[src/rtl/bin_to_bcd_seq.sv]
// Sequential binary-to-BCD converter (double dabble), one bit per clock.
// Inputs above MAX_VALUE are saturated and flagged via overflow.
module bin_to_bcd_seq #(
    parameter int unsigned N_BITS    = 16,
    parameter int unsigned N_DIGITS  = 4,
    parameter int unsigned MAX_VALUE = 9999
) (
    input  logic                  clk,
    input  logic                  reset,
    input  logic                  start,
    input  logic [N_BITS-1:0]     bin_in,
    output logic                  busy,
    output logic                  done,
    output logic [4*N_DIGITS-1:0] bcd_out,
    output logic                  overflow
);

    localparam int unsigned BcdW = 4 * N_DIGITS;
    localparam int unsigned SrW  = BcdW + N_BITS;
    localparam int unsigned CntW = (N_BITS > 1) ? $clog2(N_BITS) : 1;
    localparam logic [N_BITS-1:0] MaxVal  = N_BITS'(MAX_VALUE);
    localparam logic [CntW-1:0]   LastCnt = CntW'(N_BITS - 1);

    typedef enum logic [1:0] {StIdle, StConvert, StFinish} state_e;

    state_e           state_q, state_d;
    logic [SrW-1:0]   sr_q, sr_adj;
    logic [CntW-1:0]  cnt_q;
    logic             ovf_q;
    logic             done_q;
    logic [BcdW-1:0]  bcd_q;
    logic             overflow_q;
    logic             sat;
    logic [N_BITS-1:0] bin_sat;

    assign sat     = (bin_in > MaxVal);
    assign bin_sat = sat ? MaxVal : bin_in;

    // Add-3 on every BCD nibble >= 5, no carry between nibbles.
    always_comb begin
        sr_adj = sr_q;
        for (int d = 0; d < int'(N_DIGITS); d++) begin
            if (sr_q[N_BITS+4*d +: 4] >= 4'd5) begin
                sr_adj[N_BITS+4*d +: 4] = sr_q[N_BITS+4*d +: 4] + 4'd3;
            end
        end
    end

    always_ff @(posedge clk) begin
        if (reset) begin
            state_q <= StIdle;
        end else begin
            state_q <= state_d;
        end
    end

    always_comb begin
        state_d = state_q;
        unique case (state_q)
            StIdle:    if (start) state_d = StConvert;
            StConvert: if (cnt_q == LastCnt) state_d = StFinish;
            StFinish:  state_d = StIdle;
            default:   state_d = StIdle;
        endcase
    end

    always_comb begin
        busy = (state_q != StIdle);
    end

    always_ff @(posedge clk) begin
        if (reset) begin
            sr_q       <= '0;
            cnt_q      <= '0;
            ovf_q      <= 1'b0;
            done_q     <= 1'b0;
            bcd_q      <= '0;
            overflow_q <= 1'b0;
        end else begin
            done_q <= 1'b0;
            unique case (state_q)
                StIdle: begin
                    if (start) begin
                        sr_q  <= {{BcdW{1'b0}}, bin_sat};
                        ovf_q <= sat;
                        cnt_q <= '0;
                    end
                end
                StConvert: begin
                    sr_q  <= {sr_adj[SrW-2:0], 1'b0};
                    cnt_q <= cnt_q + 1'b1;
                end
                StFinish: begin
                    bcd_q      <= sr_q[SrW-1 -: BcdW];
                    overflow_q <= ovf_q;
                    done_q     <= 1'b1;
                end
                default: ;
            endcase
        end
    end

    assign done     = done_q;
    assign bcd_out  = bcd_q;
    assign overflow = overflow_q;

endmodule
[config.mk]
export PLATFORM = sky130hd
export DESIGN_NAME = bin_to_bcd_seq
export DESIGN_NICKNAME = d
export VERILOG_FILES = /design/src/rtl/bin_to_bcd_seq.sv
export SDC_FILE = /design/constraint.sdc
export NUM_CORES = 1
export LEC_CHECK = 0
export CAP_MARGIN = 20
export CORE_UTILIZATION = 43
export CTS_BUF_LIST = sky130_fd_sc_hd__clkbuf_8
export CTS_CLUSTER_SIZE = 20
export DETAILED_ROUTE_END_ITERATION = 8
export PLACE_DENSITY = 0.65
export SLEW_MARGIN = 20
export SYNTH_ARGS = -nofsm -noshare
export SYNTH_HDL_FRONTEND = slang
export SYNTH_SLANG_ARGS = --single-unit
[constraint.sdc]
create_clock -name clk -period 4.4 [get_ports clk]
set_clock_uncertainty 0.1 [all_clocks]
set_input_delay 0.88 -clock clk [delete_from_list [all_inputs] [get_ports clk]]
set_output_delay 0.88 -clock clk [all_outputs]
set_load 0.01 [all_outputs]
=== Word level (Yosys, flattened, before mapping) ===
Cells that the tools add are included.

* $add $sub $neg: 5
* Multipliers: 0
* Div/mod/pow operators: 0
* Order comparisons: 5
* Eq/ne operators: 5
* Shift-type cells: 0
* Multiplexer cells: 13
* Bitwise logic cells: 0
* Reduce and logical (&&, ||, !) cells: 6

{| class="wikitable"
|+ Operators with widths
! kind !! count
|-
| 32-bit case mux with 2 select lines || 1
|-
| 32-bit 2-to-1 mux || 1
|-
| 4-bit by 3-bit greater-or-equal comparator with 1-bit output (second input constant) || 4
|-
| 16-bit by 14-bit greater-than comparator with 1-bit output (second input constant) || 1
|-
| 16-bit 2-to-1 mux || 1
|-
| 4-bit 2-to-1 mux || 4
|-
| 4-bit by 2-bit adder with 4-bit output (second input constant) || 3
|-
| 4-bit case mux with 2 select lines || 1
|-
| 2-bit AND reduction || 3
|-
| 4-bit by 1-bit adder with 4-bit output (second input constant) || 1
|-
| 4-bit == test (second input constant) || 1
|-
| 2-bit 2-to-1 mux || 2
|-
| 2-bit inequality test (second input constant) || 2
|-
| 2-bit case mux with 2 select lines || 1
|-
| 2-bit nonzero test || 2
|-
| 3-bit by 2-bit adder with 3-bit output (second input constant) || 1
|-
| 3-bit 2-to-1 mux || 1
|-
| 2-bit by 1-bit == test with 1-bit output (second input constant) || 1
|-
| 2-bit == test (second input constant) || 1
|-
| 2-bit zero test || 1
|-
| 1-bit 2-to-1 mux || 1
|}

* Register bits: 57
* Latch bits: 0
* RAM bits: 0
* Bits in read-only memories: 0
* Input bits: 19
* Output and inout port bits: 19
* Logic and storage cells: 41
* Memories: 0

=== Longest topological paths before layout ===
Gate-level depths: netlist of run 1.

* Word-level depth: 4
* Gate-level depth with buffers: 6
* Gate-level depth less buffers: 5

=== Least setup slack after synthesis of run 1 ===
No wires, ideal clock.

* Path kind: in2reg
* Start: input port reset
* End: register sr_q[17]
* Data arrival time: 2.019 ns
* Required time: 4.221 ns
* Setup slack: 2.202 ns
* Stages on the path: 6
* Path through: buf_2 -> or3b_1 -> buf_2 -> buf_2 -> a2111o_1 -> o211ai_1

{| class="wikitable"
|+ RTL lines
! element !! line !! source
|-
| from (decl) || 9 || <nowiki>input logic reset,</nowiki>
|-
| to (signal assigned) || 84 || <nowiki>sr_q <= {{BcdW{1'b0}}, bin_sat};</nowiki>
|-
| to (signal assigned) || 90 || <nowiki>sr_q <= {sr_adj[SrW-2:0], 1'b0};</nowiki>
|-
| to (decl) || 27 || <nowiki>logic [SrW-1:0] sr_q, sr_adj;</nowiki>
|}

=== Final worst setup path of run 1 ===
* Start: register state_q[0]
* End: output port busy

* Cells in the longest elaborated chain, start to end: 1

{| class="wikitable"
|+ RTL lines
! element !! line !! source
|-
| from (decl) || 26 || <nowiki>state_e state_q, state_d;</nowiki>
|-
| from (signal assigned) || 51 || <nowiki>state_q <= StIdle;</nowiki>
|-
| from (signal assigned) || 53 || <nowiki>state_q <= state_d;</nowiki>
|-
| 2-bit nonzero test || 68 || <nowiki>busy = (state_q != StIdle);</nowiki>
|-
| to (decl) || 12 || <nowiki>output logic busy,</nowiki>
|}

Every way passes these cells.

==> metrics.txt, run 1 <==
status=complete, no violations; FF-to-FF path depth=3; routed len/inst=approximately 15 µm; first-pass GRT wire length=10.33 mm; Seq pwr share=0.511; register area=1141 µm²; TNS Setup=0 ps; postcts setup bufs=0; post-synth net total=between 300 and 400; worst IR drop on VDD=approximately 0.17 mV; Synth Area per Inst=8.486 µm²; register area share after synthesis=0.4176; cell family with most CP delay=flip-flops; commonest non-fill, non-tap cells in the layout=dfxtp_1, nand2_1, clkdlybuf4s50_1, a21oi_1, nor2_1; Detail Route Antenna Nets=0; CP max-delay cell=dfxtp_1; clock network fraction of total power=0.395; Worst Path Arrival=between 1500 and 2000 ps; Pre-antenna DRT Iters=4; P_int=798.1 µW; Comb pwr share=0.094; Routed WL=about 6.3 mm; Max-Cap Viols=0; Top FF cell, synth=dfxtp_1; CTS Buffer Depth=2; ranking of synthesized cells by area=dfxtp_1, a21oi_1, nand2_1; Fillers=roughly 590; synthesized flop and latch total=between 50 and 60; area delta synth->final=19.73%; crit-path cells=or2_2, clkdlybuf4s50_1; Netlist cell types=45; pwr dens=roughly 330 nW/µm²; post-layout util=0.5430; Multi-input gate area=1425 µm²; largest net degree at the start of global routing=28; Critical Path End Type=primary output; Root Driver=clkbuf_8; Final HPWL DP=4.270 mm; share of the clock period used by the worst path=0.6199; Initial Utilization=0.4535; Diodes inserted=0; max-slew violations=0; fraction of layout cells with a size suffix above 1=0.07143; initial antenna violation count=0; IO Pins=38; Post-synth ARST share=0; DRC=0; reg2reg setup slack=2100 ps; Inserted Clock Buffers=9; Place WS=1522 ps; Die Area=6677 µm²; vias in the first global route=2165; commonest non-fill, non-tap cell in the layout=dfxtp_1; CP Launch Type=flip-flop; Pleak=0.001191 µW; cts repair resizes=0; Syn Std Cell Area=2733 µm²; Core Rows=28; Worst Hold Class=flip-flop to flip-flop; Crit. path cell count=2; Clk pin slew, worst setup/hold paths=60 ps; clock tree sinks=57; fin crit period=2727 ps; hold path depth=2; Bufs and invs on worst path=1; clk_lat worst skew=340 ps; unrepaired setup endpoints after global routing=no; Total Routing Usage GR=0.2079; routed vias=approximately 2400; Post-synth EDFFs=0; Final GP Congestion=0.7837; input/output buffers=37; H-tree Lvls=3; CTS Hold Buffers Added=0; Synthesis Warnings=0; area leader, netlist=dfxtp_1; Iter 0 DRT Violations=between 70 and 80; max frequency=0.3667 GHz; Crit Path Category=flip-flop to primary output; vias per inst=5.704; max incr delay on CP=about 670 ps; Core Area=6026 µm²; Die Span X=81.72 µm; Setup violations, final=0; # nets final=between 300 and 400; CP max FO=17; area share of the largest cell type after synthesis=0.4176; CTS tree=done; Die H=81.72 µm; Post-Syn Instances=~320; Worst Setup Slack, final=1673 ps; Fin. Hold Viols=0; sw power=265.7 µW; Sw Ratio=0.2498; WP data required=3420 ps; Worst Tran Pin Value=about 900 ps; gr ovfl total=0; Relative slew margins=0.3973
==> logic make-up after synthesis <==
group,count (synthesis),synth area share
and+or+nand+nor,119,0.2234
AOI/OAI and AO/OA,92,0.2399
DFF,57,0.4176
buffers and inverters,40,0.06090
adders and majority gates,9,0.04121
xor gates and xnor gates,3,0.009617
muxes,2,0.007326
==> worst paths after layout <==
| kind | start | end |
|---|---|---|
| setup / recovery | state_q[0] | busy |
| hold / removal | ovf_q | overflow |
| setup reg to reg | state_q[0] | sr_q[20] |
| hold reg to reg | ovf_q | overflow |
==> registers in the layout, summed over array words and instances, names as in the netlist <==
| register | count |
|---|---|
| bcd_out | 16 |
| cnt_q | 4 |
| done | 1 |
| overflow | 1 |
| ovf_q | 1 |
| sr_q | 32 |
| state_q | 2 |
==> area by class of cell <==
cell class / count / share of cell area
Sequential cell: 57 / 0.3488
Timing Repair Buffer: 41 / 0.1224
Tap cell: 75 / 0.02868
Inverter: 13 / 0.01491
Clock inverter: 3 / 0.003442
Clock buffer: 11 / 0.04627
Multi-Input combinational cell: 225 / 0.4356
==> worst min-delay path, cell delays in order (launching register included) <==
cell	delay, ps
dfxtp_1	310
nand2_1	50
a21oi_1	50
==> metrics by stage <==
stage	cell area [µm²]	hold slack [ps]	power [µW]	cells
global route	3272	366.5	1101	425
finish	3272	346.1	1064	425
global placement	3109	341.9	652.8	411
floorplan	2733	328.7	616.0	322
CTS	3272	349.7	1069	425
detailed placement	3109	340.7	654.2	411
==> power groups by stage <==
stage	registers, µW	logic [µW]	clock network, µW
detailed placement	554	100	0
finish	543	100	421
global placement	554	98.7	0
floorplan	549	66.5	0
CTS	543	100	426
global route	544	111	445
==> per-layer routing <==
layer / share of wire / wire (µm) / vias up / GRT usage
li1: - / - / 1227 / -
met4: 0.019 / 119 / 0 / 0.09825
met5: 0 / 0 / - / 0
met1: 0.48 / 3047 / 1141 / 0.2661
met3: 0.032 / 203 / 14 / 0.05778
met2: 0.46 / 2917 / 42 / 0.3225
==> synth_stat cells, types with 2 or more instances <==
cell,n
and4_1,2
nand2b_1,6
nor2b_1,7
and3_1,4
xnor2_1,3
a31oi_1,4
o311ai_0,2
o32ai_1,8
a211o_1,3
and4b_1,2
buf_2,13
a21oi_1,34
dfxtp_1,57
or3b_2,3
nand4_1,7
nor3_1,2
or2_2,4
o21ai_0,5
nor4_1,2
a22o_1,3
nand3_1,16
clkbuf_1,14
a21o_1,3
o211ai_1,7
a211oi_1,2
a2111oi_0,3
ha_1,9
inv_1,13
nand2_1,39
a32o_1,7
a2111o_1,5
mux2i_1,2
nor2_1,19
No activity file was read; power rests on OpenSTA's default activity.
==> inputs of run 2 (changes only) <==
- PLACE_DENSITY: 0.65 -> 0.68
- clock period: 4.4 -> 2.5 ns (I/O delays scaled with it)
==> metrics.txt, run 2 (synthesized netlist as in run 1, its figures left out) <==
status=complete, no violations (unchanged); Critical Path Start=state_q[0] (unchanged); crit-path cells=or2_2, clkdlybuf4s50_1 (unchanged); input/output buffers=37 (unchanged); Worst Setup Slack, final=170.7 ps (was 1673 ps); CTS tree=done (unchanged); CP Launch Type=flip-flop (unchanged); Design Power=1922 µW (was 1064 µW); Relative slew margins=0.5583 (was 0.3973); clock tree sinks=57 (unchanged); cts repair resizes=0 (unchanged); Worst Tran Pin Value=662.6 ps (was 900.1 ps); Final GP Congestion=0.7975 (was 0.7837); post-layout util=0.5542 (was 0.5430); clk_lat worst skew=330 ps (was 340 ps); r2r startpoint=state_q[0] (unchanged); first-pass GRT wire length=10.21 mm (was 10.33 mm); Root Driver=clkbuf_8 (unchanged); Place WS=132.3 ps (was 1522 ps); worst IR drop on VDD=0.3385 mV (was 0.1683 mV); fin crit period=2329 ps; Die Span X=81.72 µm (unchanged); Die H=81.72 µm (unchanged); Max-Cap Viols=0 (unchanged); Worst Path Arrival=1730 ps (was 1750 ps); Iter 0 DRT Violations=85 (was 71); max frequency=0.4293 GHz; Pre-antenna DRT Iters=4 (unchanged); Core Area=6026 µm² (unchanged); pwr dens=575.6 nW/µm² (was 325.1 nW/µm²); Crit Path Category=flip-flop to primary output (unchanged); routed vias=2416 (was 2424); Initial Utilization=0.4535 (unchanged); DRC=0 (unchanged); Total Routing Usage GR=0.2038 (was 0.2079); CP max FO=17 (unchanged); Routed WL=6.145 mm (was 6.287 mm); Min-Delay Startpoint=ovf_q (unchanged); vias in the first global route=2209 (was 2165); share of the clock period used by the worst path=0.9317; Critical Path End Type=primary output (unchanged); routed len/inst=14.26 µm (was 14.79 µm); gr ovfl total=0 (unchanged); register name with the most flops=sr_q (unchanged); Die Area=6677 µm² (unchanged); cell family with most CP delay=flip-flops (unchanged); max reg flops=32 (unchanged); CTS Buffer Depth=2 (unchanged); Setup violations, final=0 (unchanged); vias per inst=5.606 (was 5.704); Core Rows=28 (unchanged); Bufs and invs on worst path=1 (unchanged); postcts setup bufs=0 (unchanged); Diodes inserted=0 (unchanged); Worst Hold Class=flip-flop to flip-flop (unchanged); largest net degree at the start of global routing=46 (was 28); H-tree Lvls=3 (unchanged); commonest non-fill, non-tap cell in the layout=dfxtp_1 (unchanged); commonest non-fill, non-tap cells in the layout=dfxtp_1, nand2_1, clkdlybuf4s50_1, a21oi_1, nor2_1 (unchanged); Pleak=0.001224 µW (was 0.001191 µW); Fin. Hold Viols=0 (unchanged); IO Pins=38 (unchanged); Inserted Clock Buffers=9 (unchanged); Final HPWL DP=4.092 mm (was 4.270 mm); Fillers=583 (was 588); CTS Hold Buffers Added=0 (unchanged); WP data required=1900 ps (was 3420 ps); CP max-delay cell=dfxtp_1 (unchanged); TNS Setup=0 ps (unchanged); unrepaired setup endpoints after global routing=no (unchanged); max incr delay on CP=670 ps (about the same); Clk pin slew, worst setup/hold paths=60 ps (about the same); initial antenna violation count=0 (unchanged); Detail Route Antenna Nets=0 (unchanged); area delta synth->final=22.21% (was 19.73%); fraction of layout cells with a size suffix above 1=0.09551 (was 0.07143); max-slew violations=0 (unchanged); # nets final=380 (was 375)
## run 2: changes by cell type in the layout (fill, tap and decap cells not counted)
cell | before | now
buf_4 | 4 | 8
clkinv_2 | 0 | 3
inv_1 | 16 | 13
buf_12 | 0 | 1
clkbuf_8 | 11 | 12
## run 2: metal layers
metal | global-route usage | vias to the layer above | wire length (µm)
li1 | - | 1235 | -
met1 | 0.2469 | 1103 | 2863
met2 | 0.3317 | 64 | 2849
met3 | 0.06111 | 14 | 298
met4 | 0.09123 | 0 | 133
met5 | 0 | - | 0
## run 2: worst paths after layout
path              end  slack (ps)  cells after the start
max              busy         170                      2
min          overflow         350                      2
max reg2reg  sr_q[30]         410                      3
min reg2reg  overflow         350                      2
## run 2: metrics by stage
stage	cell area, µm²	cells	hold slack (ps)
finish	3339	431	350.4
global route	3339	431	362.7
CTS	3339	431	353.9
detailed placement	3159	416	344.1
global placement	3159	416	340.0
floorplan	2733	322	328.7
## run 2: where the power goes
part	internal, µW	switching, µW
clock	430	351
combinational	85.9	100
sequential	936	19.6
total	1450	471
## run 2: layout make-up
type                            count  area [µm²]  area share
Clock buffer                       12       165.2     0.04946
Inverter                           13       48.80     0.01461
Sequential cell                    57        1141      0.3417
Clock inverter                      3       15.01    0.004496
Timing Repair Buffer               46       450.4      0.1349
Tap cell                           75       93.84     0.02810
Multi-Input combinational cell    225        1425      0.4268
## run 2: worst register-to-register path: cells and delay by family, from the launching register on
kind            cells  cell delay, ps
compound gates      2             570
flops               1             670
simple gates        1             680
==> inputs of run 3 (changes only) <==
- PLACE_DENSITY: 0.68 -> 0.65
- clock period: 2.5 -> 2.9 ns (I/O delays scaled with it)
==> metrics.txt, run 3 (synthesized netlist as in run 1, its figures left out) <==
Crit Path Category=flip-flop to primary output (unchanged); H-tree Lvls=3 (unchanged); CTS tree=done (unchanged); share of the clock period used by the worst path=0.8283; Core Area=6026 µm² (unchanged); postcts setup bufs=0 (unchanged); Multi-input gate area=1425 µm² (unchanged); Total Routing Usage GR=0.2101 (was 0.2038); WP data required=2220 ps (was 1900 ps); Max-Cap Viols=0 (unchanged); pwr dens=487.4 nW/µm² (was 575.6 nW/µm²); vias in the first global route=2241 (was 2209); Pleak=0.001211 µW (was 0.001224 µW); Pre-antenna DRT Iters=4 (unchanged); # nets final=379 (was 380); clk_lat worst skew=340 ps (was 330 ps); max reg flops=32 (unchanged); gr ovfl total=0 (unchanged); Relative slew margins=0.4711 (was 0.5583); Iter 0 DRT Violations=115 (was 85); Worst Setup Slack, final=497.8 ps (was 170.7 ps); Detail Route Antenna Nets=0 (unchanged); max frequency=approximately 0.42 GHz; routed len/inst=14.58 µm (was 14.26 µm); Die Area=6677 µm² (unchanged); Core Rows=28 (unchanged); Die Span X=81.72 µm (unchanged); input/output buffers=37 (unchanged); fin crit period=2402 ps; Inserted Clock Buffers=9 (unchanged); unrepaired setup endpoints after global routing=no (unchanged); Critical Path End Type=primary output (unchanged); Clk pin slew, worst setup/hold paths=60 ps (about the same); clock tree sinks=57 (unchanged); Diodes inserted=0 (unchanged); Setup violations, final=0 (unchanged); peak-usage layer in the global routing report=met2 (unchanged); largest net degree at the start of global routing=29 (was 46); CTS Buffer Depth=2 (unchanged); routed vias=2413 (was 2416); Worst Path Arrival=1720 ps (was 1730 ps); DRC=0 (unchanged); Die H=81.72 µm (unchanged); register name with the most flops=sr_q (unchanged); Worst Tran Pin Value=790.5 ps (was 662.6 ps); Final HPWL DP=4.292 mm (was 4.092 mm); Final GP Congestion=0.8465 (was 0.7975); commonest non-fill, non-tap cell in the layout=dfxtp_1 (unchanged); met1 Usage GRT=0.2483 (was 0.2469); Root Driver=clkbuf_8 (unchanged); first-pass GRT wire length=10.50 mm (was 10.21 mm); cts repair resizes=0 (unchanged); vias per inst=5.625 (was 5.606); Fillers=591 (was 583); met3 usage=0.04000 (was 0.06111); register area=1141 µm² (unchanged); CP Launch Type=flip-flop (unchanged); initial antenna violation count=0 (unchanged); met2 Use GR=0.3500 (was 0.3317); CP max FO=17 (unchanged); Worst Hold Class=flip-flop to flip-flop (unchanged); reg2reg setup slack=830 ps (was 410 ps); max-slew violations=0 (unchanged); Routed WL=6.253 mm (was 6.145 mm); Fin. Hold Viols=0 (unchanged); fraction of layout cells with a size suffix above 1=0.08192 (was 0.09551); status=complete, no violations (unchanged); CTS Hold Buffers Added=0 (unchanged); IO Pins=38 (unchanged); Initial Utilization=0.4535 (unchanged); Place WS=479.7 ps (was 132.3 ps); TNS Setup=0 ps (unchanged); worst IR drop on VDD=0.2516 mV (was 0.3385 mV); commonest non-fill, non-tap cells in the layout=dfxtp_1, nand2_1, clkdlybuf4s50_1, a21oi_1, nor2_1 (unchanged); area delta synth->final=20.83% (was 22.21%)
run 3: where the power goes:
part	internal (µW)	total (µW)	switching [µW]	leakage, µW
Combinational	71.3	158	86.2	0.000653
Clock	337	627	289	0.0000951
Sequential	807	825	18.2	0.000463
Total	1220	1610	394	0.00121
run 3: final timing paths:
kind | from | cells after the start | to
max | state_q[0] | 2 | busy
min | bcd_out[5] | 2 | bcd_out[5]
min reg2reg | bcd_out[5] | 2 | bcd_out[5]
max reg2reg | state_q[0] | 3 | sr_q[18]
run 3: worst max-delay path, stage by stage (launching register included):
cell and delay [ps]:
dfxtp_1 660, or2_2 200, clkdlybuf4s50_1 520
run 3: metrics by stage:
stage	hold WS (ps)	cell area, µm²	utilization	power, µW	cells
after global placement	338.0	3139	0.5210	997.4	415
after floorplan	328.7	2733	-	934.6	322
after detailed placement	345.6	3139	0.5210	998.8	415
after global routing	368.3	3302	0.5480	1677	429
final	350.9	3302	0.5480	1609	429
after CTS	353.3	3302	0.5480	1625	429
run 3: cell type report:
type | instances | share of cell area
Multi-Input combinational cell | 225 | 0.4316
Sequential cell | 57 | 0.3456
Clock inverter | 3 | 0.003410
Clock buffer | 11 | 0.04585
Timing Repair Buffer | 45 | 0.1304
Inverter | 13 | 0.01478
Tap cell | 75 | 0.02842
run 3: metal layers:
metal / vias to the layer above / wire, µm
met2: 54 / 2956
li1: 1230 / -
met3: 16 / 247
met5: - / 0
met4: 0 / 123
met1: 1113 / 2925
